--- src/rtl/imm_gen_stage_if.sv ---
`default_nettype none
// +--------------------------------------------------------------------------+
// | imm_gen_stage_if : decode-side handshake bundle for imm_gen_stage        |
// | Rev 1.0                                                                  |
// +--------------------------------------------------------------------------+
interface imm_gen_stage_if #(
  parameter int XLEN = 32
);
  logic            in_valid;
  logic            in_ready;
  logic [31:0]     in_instr;
  logic [2:0]      in_immsrc;
  logic [XLEN-1:0] in_pc;
  logic            flush;
  logic            out_valid;
  logic            out_ready;
  logic [XLEN-1:0] out_imm;
  logic [XLEN-1:0] out_target;
  logic            out_illegal;

  modport master (
    output in_valid, in_instr, in_immsrc, in_pc, flush, out_ready,
    input  in_ready, out_valid, out_imm, out_target, out_illegal
  );

  modport slave (
    input  in_valid, in_instr, in_immsrc, in_pc, flush, out_ready,
    output in_ready, out_valid, out_imm, out_target, out_illegal
  );
endinterface
`default_nettype wire

--- src/rtl/imm_gen_stage.sv ---
`default_nettype none
// +--------------------------------------------------------------------------+
// | imm_gen_stage : registered RISC-V immediate / PC-target generator with   |
// |                 2-entry skid buffer and flush. Rev 1.0                   |
// +--------------------------------------------------------------------------+
module imm_gen_stage #(
  parameter int XLEN    = 32,
  parameter bit ZIMM_EN = 1'b1
) (
  input  logic            clk,
  input  logic            rst_n,
  imm_gen_stage_if.slave  bus
);

  logic [31:0]     instr;
  logic [31:0]     imm32;
  logic            illegal_new;
  logic [XLEN-1:0] imm_new;
  logic [XLEN-1:0] target_new;
  logic            unused_instr_bits;

  assign instr             = bus.in_instr;
  assign unused_instr_bits = ^instr[6:0];

  always_comb begin
    imm32       = '0;
    illegal_new = 1'b0;
    case (bus.in_immsrc)
      3'b000:  imm32 = {{20{instr[31]}}, instr[31:20]};
      3'b001:  imm32 = {{20{instr[31]}}, instr[31:25], instr[11:7]};
      3'b010:  imm32 = {{19{instr[31]}}, instr[31], instr[7], instr[30:25], instr[11:8], 1'b0};
      3'b011:  imm32 = {{11{instr[31]}}, instr[31], instr[19:12], instr[20], instr[30:21], 1'b0};
      3'b100:  imm32 = {instr[31:12], 12'b0};
      3'b101: begin
        if (ZIMM_EN) imm32 = {27'b0, instr[19:15]};
        else         illegal_new = 1'b1;
      end
      default: illegal_new = 1'b1;
    endcase
  end

  // Every format is sign-extended from bit 31 of the 32-bit value; zimm has bit 31 clear.
  assign imm_new    = XLEN'($signed(imm32));
  assign target_new = bus.in_pc + imm_new;

  logic            m_valid_q, m_valid_d, s_valid_q, s_valid_d;
  logic            m_illegal_q, m_illegal_d, s_illegal_q, s_illegal_d;
  logic [XLEN-1:0] m_imm_q, m_imm_d, s_imm_q, s_imm_d;
  logic [XLEN-1:0] m_target_q, m_target_d, s_target_q, s_target_d;
  logic            accept;
  logic            consume;

  assign accept  = bus.in_valid && !s_valid_q && !bus.flush;
  assign consume = m_valid_q && bus.out_ready;

  always_comb begin
    m_valid_d   = m_valid_q;
    m_imm_d     = m_imm_q;
    m_target_d  = m_target_q;
    m_illegal_d = m_illegal_q;
    s_valid_d   = s_valid_q;
    s_imm_d     = s_imm_q;
    s_target_d  = s_target_q;
    s_illegal_d = s_illegal_q;
    if (bus.flush) begin
      m_valid_d = 1'b0;
      s_valid_d = 1'b0;
    end else begin
      if (consume) begin
        if (s_valid_q) begin
          m_valid_d   = 1'b1;
          m_imm_d     = s_imm_q;
          m_target_d  = s_target_q;
          m_illegal_d = s_illegal_q;
          s_valid_d   = 1'b0;
        end else begin
          m_valid_d = 1'b0;
        end
      end
      // S is only ever full when in_ready is low, so accept never collides with S->M.
      if (accept) begin
        if (!m_valid_q || (consume && !s_valid_q)) begin
          m_valid_d   = 1'b1;
          m_imm_d     = imm_new;
          m_target_d  = target_new;
          m_illegal_d = illegal_new;
        end else begin
          s_valid_d   = 1'b1;
          s_imm_d     = imm_new;
          s_target_d  = target_new;
          s_illegal_d = illegal_new;
        end
      end
    end
  end

  always_ff @(posedge clk or negedge rst_n) begin
    if (!rst_n) begin
      m_valid_q   <= 1'b0;
      m_imm_q     <= '0;
      m_target_q  <= '0;
      m_illegal_q <= 1'b0;
      s_valid_q   <= 1'b0;
      s_imm_q     <= '0;
      s_target_q  <= '0;
      s_illegal_q <= 1'b0;
    end else begin
      m_valid_q   <= m_valid_d;
      m_imm_q     <= m_imm_d;
      m_target_q  <= m_target_d;
      m_illegal_q <= m_illegal_d;
      s_valid_q   <= s_valid_d;
      s_imm_q     <= s_imm_d;
      s_target_q  <= s_target_d;
      s_illegal_q <= s_illegal_d;
    end
  end

  assign bus.in_ready    = !s_valid_q;
  assign bus.out_valid   = m_valid_q;
  assign bus.out_imm     = m_imm_q;
  assign bus.out_target  = m_target_q;
  assign bus.out_illegal = m_illegal_q;

endmodule
`default_nettype wire

--- src/flat_wrapper.sv ---
// flat-port wrapper written by rule: the top's interface ports become plain ports
module imm_gen_stage_flat 
#(
  parameter int XLEN    = 32,
  parameter bit ZIMM_EN = 1'b1
)
  (clk, rst_n, bus_in_valid, bus_in_instr, bus_in_immsrc, bus_in_pc, bus_flush, bus_out_ready, bus_in_ready, bus_out_valid, bus_out_imm, bus_out_target, bus_out_illegal);
  imm_gen_stage_if #(.XLEN(XLEN)) bus_i ();
  input  logic clk;
  input  logic rst_n;
  input wire logic [$bits(bus_i.in_valid)-1:0] bus_in_valid;
  input wire logic [$bits(bus_i.in_instr)-1:0] bus_in_instr;
  input wire logic [$bits(bus_i.in_immsrc)-1:0] bus_in_immsrc;
  input wire logic [$bits(bus_i.in_pc)-1:0] bus_in_pc;
  input wire logic [$bits(bus_i.flush)-1:0] bus_flush;
  input wire logic [$bits(bus_i.out_ready)-1:0] bus_out_ready;
  output wire logic [$bits(bus_i.in_ready)-1:0] bus_in_ready;
  output wire logic [$bits(bus_i.out_valid)-1:0] bus_out_valid;
  output wire logic [$bits(bus_i.out_imm)-1:0] bus_out_imm;
  output wire logic [$bits(bus_i.out_target)-1:0] bus_out_target;
  output wire logic [$bits(bus_i.out_illegal)-1:0] bus_out_illegal;
  assign bus_i.in_valid = bus_in_valid;
  assign bus_i.in_instr = bus_in_instr;
  assign bus_i.in_immsrc = bus_in_immsrc;
  assign bus_i.in_pc = bus_in_pc;
  assign bus_i.flush = bus_flush;
  assign bus_i.out_ready = bus_out_ready;
  assign bus_in_ready = bus_i.in_ready;
  assign bus_out_valid = bus_i.out_valid;
  assign bus_out_imm = bus_i.out_imm;
  assign bus_out_target = bus_i.out_target;
  assign bus_out_illegal = bus_i.out_illegal;
  imm_gen_stage #(.XLEN(XLEN), .ZIMM_EN(ZIMM_EN)) u_core (.clk(clk), .rst_n(rst_n), .bus(bus_i));
endmodule
--- config.mk ---
export PLATFORM = sky130hd
export DESIGN_NAME = imm_gen_stage_flat
export DESIGN_NICKNAME = d
export VERILOG_FILES = /design/src/rtl/imm_gen_stage_if.sv /design/src/rtl/imm_gen_stage.sv /design/src/flat_wrapper.sv
export SDC_FILE = /design/constraint.sdc
export NUM_CORES = 1
export LEC_CHECK = 0
export ABC_AREA = 1
export CAP_MARGIN = 20
export CORE_UTILIZATION = 59
export DETAILED_ROUTE_END_ITERATION = 8
export GPL_TIMING_DRIVEN = 0
export PLACE_DENSITY = 0.95
export SETUP_SLACK_MARGIN = 0.02
export SLEW_MARGIN = 10
export SYNTH_ARGS = -nofsm -noshare
export SYNTH_HDL_FRONTEND = slang
export SYNTH_SLANG_ARGS = --single-unit
export TNS_END_PERCENT = 100
--- constraint.sdc ---
create_clock -name clk -period 3.25 [get_ports clk]
set_input_delay 0.65 -clock clk [delete_from_list [all_inputs] [get_ports clk]]
set_output_delay 0.65 -clock clk [all_outputs]
set_load 0.005 [all_outputs]
* Word-level counts from Yosys, hierarchy flattened *
Index checks and enable logic that the tools add are counted.

storage, ports and cells
  register bits after elaboration = 132
  input port bits = 72
  output and inout bits = 67
  logic and storage cells = 50

operators by class
  $add $sub $neg = 1
  eq/ne operators = 5
  mux-type cells = 23
  bitwise logic cells = 2
  reduce and logical (&&, ||, !) cells = 11

operator list
  operator              count
  $mux W32              8
  $pmux W32 S6          1
  $add A32 B32 Y32      1
  $mux W1               14
  $eq A3 B2 Y1 const B  2
  $eq A3 B3 Y1 const B  2
  $reduce_or A6 Y1      1
  $logic_and A1 B1 Y1   4
  $eq A3 B1 Y1 const B  1
  $logic_not A1 Y1      3
  $logic_not A3 Y1      1
  $reduce_and A3 Y1     1
  $not A1 Y1            2
  $logic_or A1 B1 Y1    1

* Logic depth before layout (Yosys ltp) *
Gate-level depths: netlist of run 1.

  depth after elaboration = 6
  gate-level depth with buffers = 20
  gate-level depth less buffers = 20

* Least setup slack after synthesis of run 1 *
OpenSTA, ideal clock, no wires.

  path kind = input -> register
  start point = input bus_in_immsrc[0]
  end point = register u_core.m_target_q[16] (netlist: u_core.bus.out_target[16])
  setup time = 117 ps
  arrival = 2609 ps
  required time = 3133 ps
  setup slack = 524 ps
  stages on the path = 20
  buffers on the path = 0
  path through = inv_2 -> nor2_1 -> nand2_1 -> nor2_1 -> a221oi_1 -> inv_1 -> ha_1 -> inv_1 -> fa_1 -> inv_1 -> nand3_1 -> nand3_1 -> nand2_1 -> nand2_1 -> nand2_1 -> nand2_1 -> xnor2_1 -> nand2_1 -> nand2_1 -> nand2_1

on the way
  word-level cells in the longest chain between the ends = 5
  elaborated cells on any way between the ends = 10
  classes of those cells = add/sub: 1; eq/ne: 5; mux: 3; reduce/logical: 1

RTL lines
  item                                        line                  RTL
  start: declaration                          flat_wrapper.sv:13    input wire logic [$bits(bus_i.in_immsrc)-1:0] bus_in_immsrc;
  $eq A3 B3 Y1, or another cell as far along  imm_gen_stage.sv:28   case (bus.in_immsrc)
  $pmux W32 S6 *                              imm_gen_stage.sv:28
  named net u_core.imm32[0]                   imm_gen_stage.sv:16   logic [31:0] imm32;
  $add A32 B32 Y32 *                          imm_gen_stage.sv:44   assign target_new = bus.in_pc + imm_new;
  $mux W32 *                                  imm_gen_stage.sv:82   if (!m_valid_q || (consume && !s_valid_q)) begin
  $mux W32 *                                  imm_gen_stage.sv:81   if (accept) begin
  end signal: assignment                      imm_gen_stage.sv:110  m_target_q <= m_target_d;
  end: declaration                            imm_gen_stage.sv:49   logic [XLEN-1:0] m_target_q, m_target_d, s_target_q, s_target_d;

Mark *: on every way through the listed nets, which the timed path passes. The rest lies on a longest branch.
A chain may end at the register's enable or synchronous reset.

* Worst setup path in the final report of run 1 *
  start point = input bus_in_immsrc[1]
  end point = register u_core.m_target_q[31] (netlist: u_core.bus.out_target[31])

Same word-level chain as after synthesis.

==> flow_summary_export.csv, run 1 <==
group,metric,value,unit
outcome,status,"finished clean",
grt,gr-usage-met1,0.550,
clock_tree,clk_pin_slew,0.06,ns
clock_tree,cts_buffer_depth,2,
synth,ys_types,39,
pwr,ir_drop,362,uV
synth,ys_ff_latch,132,
pwr,powerDensity,553,nW/um^2
synth,synth_edf_count,0,
detailed_routing,drc,0,
timing,fin_skew,0.00973,ns
layout,nets,1580,
floorplan,core_region_area,14100,um^2
detailed_routing,drtIter0Drc,1493,
timing,finalHoldViolCount,0,
synth,synth-seq-area-share,0.381,
clock_tree,cts_htree_levels,4,
placed_design,placement.cell_area,10200,um^2
layout,post-route-cell-area,11000,um^2
critical_path,critPathKind,"input port to flip-flop",
timing,setup_viol_count_final,0,
floorplan,die_y,123,um
synth,syn_avg_cell_area,6.59,um^2
detailed_routing,routed_wl,32300,um
clock_tree,cts.sinks,132,
timing,clock.fmax,317,MHz
timing,worst_slew_pin_slew,0.810,ns
grt,grt_antenna_before_repair,1,
grt,gr-usage-met3,0.146,
grt,top_usage_layer,"met2",
pwr,p_leak,5.77,nW
synth,yosysWarnings,0,
detailed_routing,routedWlPerCell,19.4,um
placed_design,globalplace.congestion,0.990,
floorplan,die_area,15200,um^2
floorplan,ios,139,
detailed_routing,viasPerCell,5.97,
timing,slew_headroom,0.460,
flow_run,maxCapViolations,0,
grt,grt-ovfl-total,0,
grt,grt.total_usage,0.433,
timing,drv_slew,0,
pwr,finalPower,6.10,mW
min_path,hp-class,"input port to asynchronous set/reset pin",
floorplan,die_width,123,um
synth,syn-cell-area,8670,um^2
clock_tree,clkLatencyLatePin,0.43,ns
layout,final_common_cell,"nand2_1",
detailed_routing,drtPass1Iterations,7,
layout,layout_common_cells,"nand2_1 (519), inv_1 (164), dfrtp_1 (132), clkdlybuf4s50_1 (126), nor2_1 (90)",
synth,synthCells,1316,
clock_tree,cts_tree,"built",
detailed_routing,vias,9966,
placed_design,post-dp-hpwl,23300,um
floorplan,start_util,0.615,
critical_path,endpoint_kind,"flip-flop",
critical_path,reg2regPathDepth,6,
timing,min_period,3.16,ns
grt,grt_pass1_vias,9171,
timing,rsz0062_at_grt,"yes",
critical_path,critPathLaunchType,"input port",
clock_tree,cts_buffers,17,
grt,grt_pass1_wl,47900,um
synth,async_flop_share,1.00,
timing,finalCritPeriodShare,0.972,
grt,grt_max_degree,82,
layout,drive_gt1_frac,0.0806,
critical_path,critPathArrivalTime,3.48,ns
synth,synth_flop_cell,"dfrtp_1",
grt,met2_usage,0.642,
placed_design,port_buffers,130,
clock_tree,root_buffer,"clkbuf_16",
floorplan,fp-row-count,43,
layout,area_delta_synth_final,27.3,%
detailed_routing,postRouteAntennaNets,0,
critical_path,cp_max_fo,8,
synth,synth_fp_nets,1420,
critical_path,worstPathRequired,3.57,ns
-- where the power goes --
group          internal (mW)  switching, mW
sequential              2.05          0.266
combinational          0.838           1.03
clock                   1.09          0.823
total                   3.98           2.12
-- kinds of logic after synthesis --
kind of cell,after synthesis,synth area share
mux,1,0.00115
xor+xnor,14,0.0141
flops,132,0.381
simple gates,717,0.329
fa+ha+maj,32,0.0471
compound gates,194,0.125
buf+inv,226,0.103
-- state kept, by name (all words and copies together) (netlist names) --
register and count:
u_core.s_target_q 32, u_core.s_valid_q 1, u_core.bus.out_valid 1, u_core.bus.out_illegal 1, u_core.s_illegal_q 1, u_core.bus.out_imm 32, u_core.bus.out_target 32, u_core.s_imm_q 32
-- cells in the mapped netlist (all sizes together), types with 3 or more instances --
| library cell | number | area [um^2] |
|---|---|---|
| a21oi | 68 | 340 |
| a221oi | 3 | 38.8 |
| a31oi | 25 | 156 |
| buf | 24 | 135 |
| clkbuf | 27 | 101 |
| dfrtp | 132 | 3300 |
| ha | 31 | 388 |
| inv | 175 | 657 |
| nand2 | 528 | 1990 |
| nand3 | 75 | 388 |
| nand4 | 4 | 25.0 |
| nor2 | 102 | 403 |
| nor3 | 4 | 20.0 |
| o21ai | 78 | 405 |
| o22ai | 12 | 75.1 |
| xnor2 | 10 | 87.6 |
| xor2 | 4 | 35.0 |
-- critical path, cell delays in order --
cell and delay [ns]:
clkdlybuf4s15_2 0.32, nor2_4 0.08, buf_4 0.15, nand2_2 0.19, nand2_2 0.15, nand2_1 0.10, nand2_1 0.22, ha_1 0.46
nand2_1 0.11, nor2_1 0.22, and2_1 0.16, nand2_1 0.06, nand2_2 0.12, nand2_2 0.10, nand3_1 0.12, nand3_1 0.09
nand2_1 0.10, nand2_1 0.06
-- what timing repair did --
action / in CTS / in global routing
setup endpoints to repair: 58 / 46
pin swaps: 1 / 5
setup buffers: 1 / 9
resized for setup: 13 / 32
hold buffers: 0 / 0
-- per-stage QoR --
step,TNS [ns],setup slack [ns],utilization,cells,hold slack (ns)
after global placement,-510.99,-3.61,0.723,1626,0.449
after CTS,0,0.0205,0.770,1660,0.179
after global routing,-0.415,-0.0736,0.783,1669,0.196
after detailed placement,-41.82,-0.959,0.725,1627,0.453
final,0,0.0906,0.783,1670,0.157
after floorplan,0,0.524,-,1316,0.354
-- worst paths after layout --
check                                                from                                     to  slack, ns
hold / removal                                      rst_n  u_core.bus.out_target[11]$_DFFE_PN0N_       0.16
max in group asynchronous                           rst_n  u_core.bus.out_target[24]$_DFFE_PN0N_       2.30
setup / recovery                         bus_in_immsrc[1]  u_core.bus.out_target[31]$_DFFE_PN0N_       0.09
hold reg to reg            u_core.s_imm_q[27]$_DFFE_PN0P_         u_core.s_imm_q[27]$_DFFE_PN0P_       0.47
setup reg to reg           u_core.bus.out_valid$_DFF_PN0_     u_core.bus.out_illegal$_DFFE_PN0N_       1.16
min in group clk           u_core.s_imm_q[27]$_DFFE_PN0P_         u_core.s_imm_q[27]$_DFFE_PN0P_       0.47
-- routing by layer --
metal,wire length (um),up-vias
li1,-,4467
met1,11900,4516
met5,0,-
met4,2080,0
met2,13900,790
met3,4510,193
-- cell type report --
cell class / instances / area, um^2
Sequential cell: 132 / 3300
Buffer: 51 / 238
Antenna cell: 1 / 2.50
Clock buffer: 18 / 439
Fill cell: 1047 / 3060
Clock inverter: 14 / 143
Inverter: 175 / 657
Multi-Input combinational cell: 958 / 4630
Timing Repair Buffer: 141 / 1400
Tap cell: 180 / 225
(Power assumes the default switching activity.)
==> run 2: changes to the inputs <==
--- a/config.mk
+++ b/config.mk
@@ -10,7 +10,7 @@
 export CORE_UTILIZATION = 59
 export DETAILED_ROUTE_END_ITERATION = 8
 export GPL_TIMING_DRIVEN = 0
-export PLACE_DENSITY = 0.95
+export PLACE_DENSITY_LB_ADDON = 0.08
 export SETUP_SLACK_MARGIN = 0.02
 export SLEW_MARGIN = 10
 export SYNTH_ARGS = -nofsm -noshare
==> flow_summary_export.csv, run 2 (synthesis results as in run 1) <==
group,metric,value,unit
detailed_routing,postRouteAntennaNets,0,
critical_path,cp_max_fo,10,
grt,grt_antenna_before_repair,0,
detailed_routing,drtIter0Drc,1158,
layout,drive_gt1_frac,0.0601,
timing,drv_slew,0,
pwr,ir_drop,391,uV
critical_path,rrSetupSlack,1.19,ns
critical_path,critPathArrivalTime,3.41,ns
critical_path,worstPathRequired,3.58,ns
pwr,swShare,0.337,
clock_tree,cts_buffer_depth,2,
pwr,p_int,4.03,mW
placed_design,dp_slack,-0.830,ns
critical_path,path_buf_inv,5,
timing,rsz0062_at_grt,"yes",
critical_path,critPathLaunchType,"input port",
clock_tree,cts.sinks,132,
clock_tree,cts_tree,"built",
flow_run,maxCapViolations,0,
critical_path,reg2regPathDepth,9,
critical_path,rr_endpoint,"u_core.bus.out_target[11]$_DFFE_PN0N_",
critical_path,path_cells,"clkdlybuf4s50_1, inv_1, nor2_1, inv_1, clkbuf_2, o21ai_1, ha_1, a21oi_1, nand2_1, inv_1, nand2_1, a21oi_1, nand2_1, nand2_1, nand3_1, nand2_1, nand2_1",
detailed_routing,drc,0,
critical_path,crit_family,"buffers and inverters",
placed_design,globalplace.congestion,0.990,
timing,fin_skew,0.0103,ns
detailed_routing,routedWlPerCell,18.4,um
layout,diodes,0,
clock_tree,clk_pin_slew,0.06,ns
placed_design,port_buffers,130,
pwr,switchingPower,2.05,mW
timing,min_period,3.08,ns
pwr,comb_power_share,0.296,
grt,grt.total_usage,0.420,
timing,finalCritPeriodShare,0.947,
floorplan,die_width,123,um
critical_path,slowest_delay,0.49,ns
critical_path,critPathSlowestCell,"clkdlybuf4s50_1",
clock_tree,cts_buffers,17,
outcome,status,"finished clean",
detailed_routing,viasPerCell,5.77,
grt,grt_pass1_vias,8904,
timing,clock.fmax,325,MHz
critical_path,endpoint_kind,"flip-flop",
grt,grt-ovfl-total,0,
timing,worst_slew_pin_slew,0.864,ns
pwr,p_seq_frac,0.379,
critical_path,cpMostUsedCell,"nand2_1",
floorplan,core_region_area,14100,um^2
detailed_routing,routed_wl,30600,um
clock_tree,cts_htree_levels,4,
timing,layout_setup_ws,0.172,ns
timing,setup_viol_count_final,0,
placed_design,post-dp-hpwl,23100,um
floorplan,die_area,15200,um^2
pwr,p_leak,5.73,nW
grt,grt_max_degree,78,
layout,nets,1571,
min_path,hp-class,"input port to asynchronous set/reset pin",
clock_tree,clkLatencyLatePin,0.44,ns
clock_tree,postCtsHoldBufs,0,
detailed_routing,vias,9575,
pwr,clkPwrFrac,0.325,
floorplan,ios,139,
layout,area_delta_synth_final,25.1,%
clock_tree,root_buffer,"clkbuf_16",
layout,final_common_cell,"nand2_1",
grt,grt_pass1_wl,46400,um
timing,finalHoldViolCount,0,
floorplan,fp-row-count,43,
layout,postLayoutCoreUtil,0.769,
critical_path,critPathKind,"input port to flip-flop",
layout,layout_common_cells,"nand2_1 (525), inv_1 (164), dfrtp_1 (132), clkdlybuf4s50_1 (126), nor2_1 (96)",
detailed_routing,drtPass1Iterations,6,
floorplan,start_util,0.615,
floorplan,die_y,123,um
timing,slew_headroom,0.424,
pwr,powerDensity,560,nW/um^2
critical_path,worstReg2RegStart,"u_core.s_valid_q$_DFF_PN0_",
## run 2: cell count changes in the layout (fill, tap and decap cells not counted), sizes merged
cell	before	now
buf	36	27
clkbuf	46	49
inv	181	180
clkdlybuf4s15	2	0
clkinv	2	4
clkinvlp	5	2
diode	1	0
bufinv	1	2
## run 2: through the flow
step	cell area (um^2)	power (mW)	TNS (ns)	hold slack, ns	cells
floorplan	8670	3.22	0	0.354	1316
global placement	10200	3.99	-525.43	0.448	1626
detailed placement	10200	4.06	-35.23	0.453	1627
CTS	10800	6.02	0	0.286	1660
global route	10800	6.37	0	0.313	1660
finish	10800	6.08	0	0.254	1660
## run 2: power groups by stage
stage / Combinational [mW] / Sequential (mW) / Clock [mW]
6_report: 1.80 / 2.31 / 1.97
5_1_grt: 1.98 / 2.34 / 2.04
4_1_cts: 1.77 / 2.29 / 1.96
3_5_place_dp: 1.75 / 2.31 / 0
3_3_place_gp: 1.69 / 2.30 / 0
2_1_floorplan: 0.940 / 2.28 / 0
## run 2: what timing repair did
action	4_1_cts	5_1_grt
pin swaps	1	1
buffers inserted	1	0
gates resized for setup	6	13
setup endpoints to repair	53	48
## run 2: per-layer routing
layer  up-vias  part of all wire  global-route usage
met4         0             0.054               0.226
met2       667              0.44               0.650
met3       131              0.13               0.130
met5         -                 0                   0
met1      4333              0.38               0.525
li1       4444                 -                   -
## run 2: layout make-up
cell class | count | area [um^2]
inverter | 175 | 657
buffer | 51 | 238
fill | 1102 | 3250
tap | 180 | 225
clock buffer | 19 | 443
clock inverter | 13 | 149
timing repair buffer | 132 | 1320
multi-input combinational | 958 | 4510
sequential | 132 | 3300
## run 2: worst max path at each step
stage / from / end / slack (ns) / cells after the start
after global placement: rst_n / u_core.s_target_q[23]$_DFFE_PN0P_ / -3.73 / 1
after floorplan: bus_in_immsrc[0] / u_core.bus.out_target[16]$_DFFE_PN0N_ / 0.52 / 20
final: bus_in_instr[31] / u_core.bus.out_target[26]$_DFFE_PN0N_ / 0.17 / 17
after global routing: bus_in_instr[31] / u_core.bus.out_target[31]$_DFFE_PN0N_ / 0.003 / 17
after CTS: bus_in_immsrc[2] / u_core.s_target_q[31]$_DFFE_PN0P_ / 0.02 / 18
after detailed placement: bus_in_immsrc[1] / u_core.bus.out_target[16]$_DFFE_PN0N_ / -0.83 / 20
==> run 3: changes to the inputs <==
--- a/config.mk
+++ b/config.mk
@@ -7,6 +7,7 @@
 export LEC_CHECK = 0
 export ABC_AREA = 1
 export CAP_MARGIN = 20
+export CORE_MARGIN = 2
 export CORE_UTILIZATION = 59
 export DETAILED_ROUTE_END_ITERATION = 8
 export GPL_TIMING_DRIVEN = 0
==> flow_summary_export.csv, run 3 (synthesis results as in run 1) <==
group,metric,value,unit
timing,setup_viol_count_final,0,
pwr,powerDensity,565,nW/um^2
critical_path,crit_family,"simple AND/OR/NAND/NOR gates",
layout,post-route-cell-area,10900,um^2
floorplan,ios,139,
critical_path,slowest_delay,0.44,ns
detailed_routing,vias,9615,
timing,clock.fmax,318,MHz
flow_run,maxCapViolations,0,
detailed_routing,drtIter0Drc,1181,
critical_path,worstPathRequired,3.57,ns
critical_path,critPathLaunchType,"input port",
critical_path,rrSetupSlack,1.18,ns
layout,postLayoutCoreUtil,0.756,
placed_design,globalplace.congestion,0.999,
timing,worst_slew_pin_slew,0.832,ns
clock_tree,cts_buffers,17,
grt,grt.total_usage,0.395,
clock_tree,clk_pin_slew,0.07,ns
outcome,status,"finished clean",
layout,layout_common_cells,"nand2_1 (525), inv_1 (164), dfrtp_1 (132), clkdlybuf4s50_1 (126), nor2_1 (95)",
critical_path,critPathSlowestCell,"clkdlybuf4s50_1",
floorplan,die_area,15700,um^2
grt,grt_pass1_vias,8830,
layout,area_delta_synth_final,25.8,%
grt,top_usage_layer,"met2",
clock_tree,cts_tree,"built",
timing,drv_slew,0,
grt,gr-usage-met1,0.528,
timing,finalHoldViolCount,0,
grt,grt_pass1_wl,47800,um
layout,nets,1573,
critical_path,endpoint_kind,"flip-flop",
timing,hold_slack,0.184,ns
critical_path,critPathKind,"input port to flip-flop",
floorplan,start_util,0.601,
pwr,ir_drop,362,uV
layout,layout.cells.non_filler,1666,
min_path,hp-class,"input port to asynchronous set/reset pin",
placed_design,placement.cell_area,10200,um^2
placed_design,post-dp-hpwl,22800,um
detailed_routing,viasPerCell,5.77,
critical_path,worstReg2RegStart,"u_core.s_valid_q$_DFF_PN0_",
floorplan,die_width,125,um
layout,drive_gt1_frac,0.0641,
clock_tree,cts_buffer_depth,2,
floorplan,die_y,125,um
detailed_routing,drtPass1Iterations,9,
detailed_routing,postRouteAntennaNets,0,
placed_design,dp.cells,1631,
timing,min_period,3.14,ns
critical_path,critPathArrivalTime,3.46,ns
critical_path,crit_path_end,"u_core.bus.out_target[31]$_DFFE_PN0N_",
grt,grt_antenna_before_repair,0,
critical_path,cpMostUsedCell,"nand2_1",
floorplan,core_region_area,14400,um^2
critical_path,reg2regPathDepth,7,
critical_path,path_buf_inv,4,
grt,met2_usage,0.618,
critical_path,rr_endpoint,"u_core.bus.out_imm[19]$_DFFE_PN0N_",
floorplan,fp-row-count,44,
layout,diodes,0,
clock_tree,cts.sinks,132,
clock_tree,cts_htree_levels,4,
timing,fin_skew,0.00905,ns
pwr,p_leak,5.74,nW
placed_design,port_buffers,130,
critical_path,path_cells,"clkdlybuf4s50_1, inv_1, nor2_1, inv_1, o21ai_1, nor2_2, inv_1, ha_1, nand2_1, nor2_1, and2_1, nand2_1, nand2_1, nand2_1, nand3_1, nand3_1, nand2_1, nand2_1",
timing,finalCritPeriodShare,0.967,
clock_tree,postCtsHoldBufs,0,
grt,grt_max_degree,70,
detailed_routing,routed_wl,30900,um
timing,slew_headroom,0.445,
grt,gr-usage-met3,0.0877,
critical_path,crit_cells,18,
layout,final_common_cell,"nand2_1",
timing,rsz0062_at_grt,"yes",
clock_tree,clkLatencyLatePin,0.43,ns
detailed_routing,drc,0,
critical_path,worstSetupStartpoint,"bus_in_instr[31]",
detailed_routing,routedWlPerCell,18.5,um
clock_tree,root_buffer,"clkbuf_16",
grt,grt-ovfl-total,0,
critical_path,cp_max_fo,4,
run 3: layout make-up:
| class | count | area, um^2 |
|---|---|---|
| repair buffers | 134 | 1340 |
| clock inverters | 13 | 160 |
| fillers | 1146 | 3520 |
| plain buffers | 51 | 238 |
| well taps | 184 | 230 |
| inverters | 175 | 657 |
| flip-flops and latches | 132 | 3300 |
| multi-input cells | 958 | 4530 |
| clock buffers | 19 | 453 |
run 3: timing repair:
| action | in CTS | in global routing |
|---|---|---|
| gates resized for setup | 8 | 16 |
| buffers inserted | 2 | 1 |
| pin swaps | 1 | 1 |
| setup endpoints to repair | 51 | 45 |
| hold endpoints to repair | 0 | 0 |
run 3: where the power goes:
part | switching (mW) | internal, mW | total [mW]
combinational | 0.984 | 0.819 | 1.80
sequential | 0.247 | 2.05 | 2.30
clock | 0.855 | 1.20 | 2.05
run 3: worst min path at each step:
| stage | from | endpoint | slack, ns | depth (start not counted) |
|---|---|---|---|---|
| 2_1_floorplan | rst_n | u_core.bus.out_illegal$_DFFE_PN0N_ | 0.35 | 0 |
| 3_3_place_gp | u_core.s_imm_q[26]$_DFFE_PN0P_ | u_core.s_imm_q[26]$_DFFE_PN0P_ | 0.45 | 2 |
| 3_5_place_dp | u_core.s_imm_q[26]$_DFFE_PN0P_ | u_core.s_imm_q[26]$_DFFE_PN0P_ | 0.45 | 2 |
| 4_1_cts | rst_n | u_core.bus.out_target[3]$_DFFE_PN0N_ | 0.24 | 1 |
| 5_1_grt | rst_n | u_core.bus.out_imm[11]$_DFFE_PN0N_ | 0.27 | 1 |
| 6_report | rst_n | u_core.bus.out_target[3]$_DFFE_PN0N_ | 0.18 | 1 |
run 3: stage by stage:
step                      worst slack [ns]  setup TNS (ns)  power, mW
after floorplan                      0.524               0       3.22
after global placement               -3.74         -524.43       3.99
after detailed placement            -0.885          -34.91       4.05
after CTS                           0.0457               0       6.08
after global routing               -0.0136         -0.0136       6.42
final                                0.107               0       6.16
run 3: per-layer routing:
layer | part of all wire | wire length (um) | vias to the layer above
met1 | 0.39 | 12200 | 4370
met5 | 0 | 0 | -
li1 | - | - | 4449
met4 | 0.051 | 1580 | 0
met3 | 0.11 | 3470 | 137
met2 | 0.44 | 13600 | 659
run 3: worst reg2reg max path, stage by stage, from the launching register on:
cell	delay, ns
dfrtp_1	0.38
inv_2	0.09
a21boi_2	0.25
nor2_4	0.10
inv_2	0.12
clkbuf_1	0.59
o22ai_1	0.28
a21oi_1	0.19
